--- src/rtl/vga_text_renderer.sv ---
// Text-mode VGA renderer: generates 640x480@60 timing, fetches the character
// code for each 8x16 tile from the screen buffer, looks up the glyph row in
// the font ROM and serializes it into RGB444 with aligned sync/active flags.
// Ports:
//   clk_i, rstn_i          pixel clock, async active-low reset
//   col_r_o, row_r_o       tile address to the screen buffer (comb from counters)
//   char_i                 character code, one cycle after col_r_o/row_r_o
//   font_addr_o            font ROM address {char, glyph line} (comb)
//   font_row_i             glyph row, one cycle after font_addr_o, bit7 leftmost
//   hsync_o, vsync_o       syncs, active level SYNC_POL
//   active_o, rgb_o        visible-pixel flag and pixel colour
//   frame_start_o          pulse with pixel (0,0)
module vga_text_renderer #(
  parameter int unsigned H_VISIBLE = 640,
  parameter int unsigned H_FP      = 16,
  parameter int unsigned H_SYNC    = 96,
  parameter int unsigned H_BP      = 48,
  parameter int unsigned V_VISIBLE = 480,
  parameter int unsigned V_FP      = 10,
  parameter int unsigned V_SYNC    = 2,
  parameter int unsigned V_BP      = 33,
  parameter bit          SYNC_POL  = 1'b0,
  parameter logic [11:0] FG_COLOR  = 12'hFFF,
  parameter logic [11:0] BG_COLOR  = 12'h000
) (
  input  logic        clk_i,
  input  logic        rstn_i,
  output logic [6:0]  col_r_o,
  output logic [4:0]  row_r_o,
  input  logic [6:0]  char_i,
  output logic [10:0] font_addr_o,
  input  logic [7:0]  font_row_i,
  output logic        hsync_o,
  output logic        vsync_o,
  output logic        active_o,
  output logic [11:0] rgb_o,
  output logic        frame_start_o
);

  localparam int unsigned HW      = 10;
  localparam int unsigned VW      = 10;
  localparam int unsigned H_TOTAL = H_VISIBLE + H_FP + H_SYNC + H_BP;
  localparam int unsigned V_TOTAL = V_VISIBLE + V_FP + V_SYNC + V_BP;
  localparam int unsigned HS_BEG  = H_VISIBLE + H_FP;
  localparam int unsigned HS_END  = H_VISIBLE + H_FP + H_SYNC;
  localparam int unsigned VS_BEG  = V_VISIBLE + V_FP;
  localparam int unsigned VS_END  = V_VISIBLE + V_FP + V_SYNC;

  logic [HW-1:0] h;
  logic [VW-1:0] v;
  logic          h_vis, v_vis, hs_s0, vs_s0, fs_s0;

  // Stage 1/2 only keep the bits later stages consume.
  logic [2:0] h_d1, h_d2;
  logic [3:0] v_d1;
  logic       vis_d1, hs_d1, vs_d1, fs_d1;
  logic       vis_d2, hs_d2, vs_d2, fs_d2;
  logic       pixel_on;

  // Stage 0: pixel/line counters.
  always_ff @(posedge clk_i or negedge rstn_i) begin
    if (!rstn_i) begin
      h <= '0;
      v <= '0;
    end else if (h == HW'(H_TOTAL - 1)) begin
      h <= '0;
      v <= (v == VW'(V_TOTAL - 1)) ? '0 : v + VW'(1);
    end else begin
      h <= h + HW'(1);
    end
  end

  always_comb begin
    h_vis   = (h < HW'(H_VISIBLE));
    v_vis   = (v < VW'(V_VISIBLE));
    hs_s0   = (h >= HW'(HS_BEG)) && (h < HW'(HS_END));
    vs_s0   = (v >= VW'(VS_BEG)) && (v < VW'(VS_END));
    fs_s0   = (h == '0) && (v == '0);
    // Blanking addresses are clamped to 0 so the buffer never sees out-of-range tiles.
    col_r_o = h_vis ? h[9:3] : '0;
    row_r_o = v_vis ? v[8:4] : '0;
  end

  // Stage 1: aligned with char_i from the screen buffer.
  always_ff @(posedge clk_i or negedge rstn_i) begin
    if (!rstn_i) begin
      h_d1   <= '0;
      v_d1   <= '0;
      vis_d1 <= 1'b0;
      hs_d1  <= 1'b0;
      vs_d1  <= 1'b0;
      fs_d1  <= 1'b0;
    end else begin
      h_d1   <= h[2:0];
      v_d1   <= v[3:0];
      vis_d1 <= h_vis && v_vis;
      hs_d1  <= hs_s0;
      vs_d1  <= vs_s0;
      fs_d1  <= fs_s0;
    end
  end

  assign font_addr_o = {char_i, v_d1};

  // Stage 2: aligned with font_row_i from the ROM.
  always_ff @(posedge clk_i or negedge rstn_i) begin
    if (!rstn_i) begin
      h_d2   <= '0;
      vis_d2 <= 1'b0;
      hs_d2  <= 1'b0;
      vs_d2  <= 1'b0;
      fs_d2  <= 1'b0;
    end else begin
      h_d2   <= h_d1;
      vis_d2 <= vis_d1;
      hs_d2  <= hs_d1;
      vs_d2  <= vs_d1;
      fs_d2  <= fs_d1;
    end
  end

  // Bit 7 of the glyph row is the leftmost pixel of the tile.
  assign pixel_on = font_row_i[3'(3'd7 - h_d2)];

  // Stage 3: registered pin outputs.
  always_ff @(posedge clk_i or negedge rstn_i) begin
    if (!rstn_i) begin
      rgb_o         <= '0;
      active_o      <= 1'b0;
      hsync_o       <= ~SYNC_POL;
      vsync_o       <= ~SYNC_POL;
      frame_start_o <= 1'b0;
    end else begin
      rgb_o         <= vis_d2 ? (pixel_on ? FG_COLOR : BG_COLOR) : '0;
      active_o      <= vis_d2;
      hsync_o       <= hs_d2 ? SYNC_POL : ~SYNC_POL;
      vsync_o       <= vs_d2 ? SYNC_POL : ~SYNC_POL;
      frame_start_o <= fs_d2;
    end
  end

endmodule

--- config.mk ---
export PLATFORM = sky130hd
export DESIGN_NAME = vga_text_renderer
export DESIGN_NICKNAME = d
export VERILOG_FILES = /design/src/rtl/vga_text_renderer.sv
export SDC_FILE = /design/constraint.sdc
export NUM_CORES = 1
export LEC_CHECK = 0
export CAP_MARGIN = 20
export CORE_UTILIZATION = 43
export DETAILED_ROUTE_END_ITERATION = 10
export PLACE_DENSITY = 0.76
export SLEW_MARGIN = 10
export SYNTH_ARGS = -nofsm -noshare
export SYNTH_HDL_FRONTEND = slang
export SYNTH_SLANG_ARGS = --single-unit
export TNS_END_PERCENT = 20
--- constraint.sdc ---
create_clock -name clk_i -period 1.6 [get_ports clk_i]
set_input_delay 0.32 -clock clk_i [delete_from_list [all_inputs] [get_ports clk_i]]
set_output_delay 0.32 -clock clk_i [all_outputs]
set_load 0.01 [all_outputs]
==> impl_metrics.csv <==
group,metric,value,unit
pwr,leakage,1.31,nW
pwr,ir_worst_vdd,0.339,mV
logic_synthesis,synth_cell_types,33,
logic_synthesis,synth_top_family_by_area,"simple AND/OR/NAND/NOR gates",
logic_synthesis,syn_nets,203,
worst_setup_path,crit_path_end_kind,"primary output",
clocking,path_clk_slew,0.08,ns
sta,fmax,0.555,GHz
worst_setup_path,cp.required,1.28,ns
worst_setup_path,cp_slowest_cell,"dfrtp_1",
route,viasPerCell,5.10,
pwr,clkPwrFrac,0.410,
route,routedWlPerCell,14.6,um
worst_setup_path,setup.worst_path.start_class,"flip-flop",
outcome,outcome,"complete, but fails checks",
layout,ff_latch_area,1080,um^2
logic_synthesis,syn_avg_cell_area,10.9,um^2
worst_setup_path,critical-path-top-delay-family,"simple AND/OR/NAND/NOR gates",
sta,max-slew-margin-rel,0.652,
sta,period_share,1.13,
die,ioPinCount,56,
route,via_count,1525,
layout,drive_above_1_share,0.356,
run,max_cap_violations,0,
worst_setup_path,worstPathArrival,1.48,ns
pwr,switching_power,0.383,mW
logic_synthesis,synthMuxAreaShare,0.0328,
sta,postLayoutSetupSlackWorst,-0.201,ns
worst_setup_path,cp_cell_sequence,"nand4_1 > nor2b_4 > buf_6 > buf_6 > and2_4 > buf_6",
route,first_pass_iters,4,
sta,hold_violations,0,
sta,hold-worst-slack,0.0763,ns
logic_synthesis,yosys.area.top_type,"dfrtp_1",
logic_synthesis,synth_cells,182,
logic_synthesis,synth.area.top_cells,"dfrtp_1 52%, buf_4 7.6%, and2_1 3.5%, xor2_1 3.1%, nand3_1 3.0%",
clocking,htreeDepth,2,
clocking,clk_latency,0.29,ns
die,coreArea,4380,um^2
global_route,grt_overflow,0,
logic_synthesis,synth_top_area_frac,0.517,
route,drt_iter0_drc,72,
outcome,violations,"negative setup slack",
sta,worst_slew_pin_slew,0.522,ns
global_route,grt_pass1_wl,7070,um
clocking,cts_tree,"built",
layout,antennaDiodeCount,0,
worst_setup_path,critPathMaxFanout,3,
die,die_area,4890,um^2
worst_setup_path,worstPathBufferInverterCount,3,
worst_setup_path,cpPeakStageDelay,0.38,ns
layout,fillCellCount,355,
logic_synthesis,synthSimpleGateAreaFrac,0.205,
pwr,internal-power,1.59,mW
place,portBuffers,41,
logic_synthesis,ys_ff_latch,43,
clocking,cts_num_sinks,43,
route,drtAntennaViolNets,0,
pwr,pwr-share-comb,0.039,
layout,multi_input_area,781,um^2
pwr,swShare,0.194,
place,routabilityCongestion,0.874,
die,initial_core_util,0.453,
clocking,cts-buffers-inserted,5,
hold_path,hold_class,"in -> async",
logic_synthesis,seq_area_frac_synth,0.543,
sta,min_period,1.80,ns
worst_setup_path,critical_path_class,"reg -> out",
global_route,track_usage,0.187,
die,fp.dieW,70.0,um
sta,skew,0.00826,ns
logic_synthesis,synth_fa_ha_area_frac,0.0252,
place,place_hpwl,2920,um
global_route,antenna_found_initial,0,
route,drcViolationCount,0,
pwr,pwr-share-seq,0.552,
pwr,powerDensity,720,nW/um^2
logic_synthesis,synth-warning-count,0,
sta,rsz0062_at_grt,"yes",
route,drt_wl_total,4360,um
logic_synthesis,synth_compound_area_frac,0.0328,
clocking,clk_path_buf_depth,2,
sta,slew_violations,0,
logic_synthesis,synth_xor_area_frac,0.0485,
die,rows,24,
layout,synthToLayoutAreaGrowth,38.2,%
worst_setup_path,cp_common_cell,"buf_6",
layout,post-route-util,0.626,
sta,finalSetupViolCount,6,
global_route,grt_max_degree,44,
clocking,cts_root_buf,"clkbuf_8",
layout,nNetsFinal,267,
logic_synthesis,syn-cell-area,1990,um^2
global_route,grt_pass1_vias,1504,
die,die_h,70.0,um
-- cell usage in the layout, fill, tap and decap left out, drive strengths merged, types with 2 or more instances in the layout --
cell,netlist,final
dfstp,2,2
nor2b,3,3
a21oi,5,5
nand4,4,4
nand2,13,13
buf,22,52
nand3,12,12
nor2,10,10
o21ai,5,5
mux2i,2,2
ha,4,4
inv,9,9
xor2,7,7
clkbuf,3,9
dlygate4sd2,0,14
nor3,5,5
dfrtp,41,41
o31ai,2,2
mux4,2,2
and3,4,4
xnor2,4,4
and2,11,11
nor4,7,7
clkdlybuf4s50,0,14
-- sequential cells by signal (all words and copies together) (netlist names), 3 cells and up --
name and flops:
h 10, h_d1 3, h_d2 3, v 10
v_d1 4
-- power groups by stage --
stage | Sequential [mW] | Combinational (mW) | Clock (mW)
final | 1.09 | 0.0762 | 0.809
after global routing | 1.09 | 0.0846 | 0.880
after CTS | 1.09 | 0.0792 | 0.835
after detailed placement | 1.11 | 0.0898 | 0
after global placement | 1.11 | 0.0871 | 0
after floorplan | 1.11 | 0.0515 | 0
-- final timing paths --
path                         from    endpoint  slack [ns]  cells past startpoint
setup / recovery             v[7]  row_r_o[0]       -0.20                      6
hold / removal             rstn_i     v_d1[3]        0.08                      2
setup reg to reg             h[7]        v[9]       -0.04                      5
hold reg to reg             hs_d1       hs_d2        0.35                      0
max in group asynchronous  rstn_i   rgb_o[10]        1.13                      2
min in group clk_i          hs_d1       hs_d2        0.35                      0
-- routing by layer --
metal,part of all wire,global-route usage,vias up
met1,0.41,0.241,739
met2,0.50,0.307,55
li1,-,-,719
met5,0,0,-
met4,0.020,0.0667,0
met3,0.064,0.0447,12
-- per-stage QoR --
step	area (um^2)	power, mW	std cells	TNS [ns]	worst slack, ns
floorplan	2000	1.16	182	0	0.000982
global placement	2530	1.20	283	-0.838	-0.116
detailed placement	2530	1.20	283	-1.39	-0.226
CTS	2680	2.01	299	-0.462	-0.124
global route	2740	2.06	299	-1.37	-0.256
finish	2740	1.98	299	-0.845	-0.201
-- logic make-up (layout without fill, tap and decap cells) --
logic type | Yosys count | in the layout
compound gates | 12 | 12
xor+xnor | 11 | 11
fa+ha+maj | 4 | 4
buf+inv | 34 | 99
flops | 43 | 43
mux | 4 | 4
simple gates | 74 | 74
-- synth_stat cells, drive strengths merged --
cell type,number
and4b,1
dfstp,2
nand2,13
nor4,7
a21oi,5
nor2,10
and2b,1
and3,4
mux4,2
xnor2,4
xor2,7
clkbuf,3
ha,4
o31ai,2
or3,1
mux2i,2
nor3b,1
nor3,5
o21ai,5
or4,1
dfrtp,41
nand3,12
and2,11
buf,22
nor2b,3
inv,9
nand4,4
-- worst reg2reg max path, cell delays in order (launching register included) --
cell and delay (ns):
dfrtp_1 0.41, buf_6 0.13, and4b_2 0.33, nand4_4 0.09, or4_4 0.49, a21oi_2 0.14
-- what timing repair did --
action                                 4_1_cts  5_1_grt
gates resized for setup                     69       21
setup endpoints to repair                   29       22
endpoints found under the hold margin        0        0
pin swaps                                    5        8
hold buffers                                 0        0
buffers inserted                             8        2
-- layout make-up --
class | instances | share of cell area
Sequential cell | 43 | 0.394
Inverter | 9 | 0.0123
Clock buffer | 7 | 0.0278
Tap cell | 52 | 0.0237
Clock inverter | 1 | 0.0109
Timing Repair Buffer | 82 | 0.247
Multi-Input combinational cell | 105 | 0.285
No activity file was read; power rests on OpenSTA's default activity.
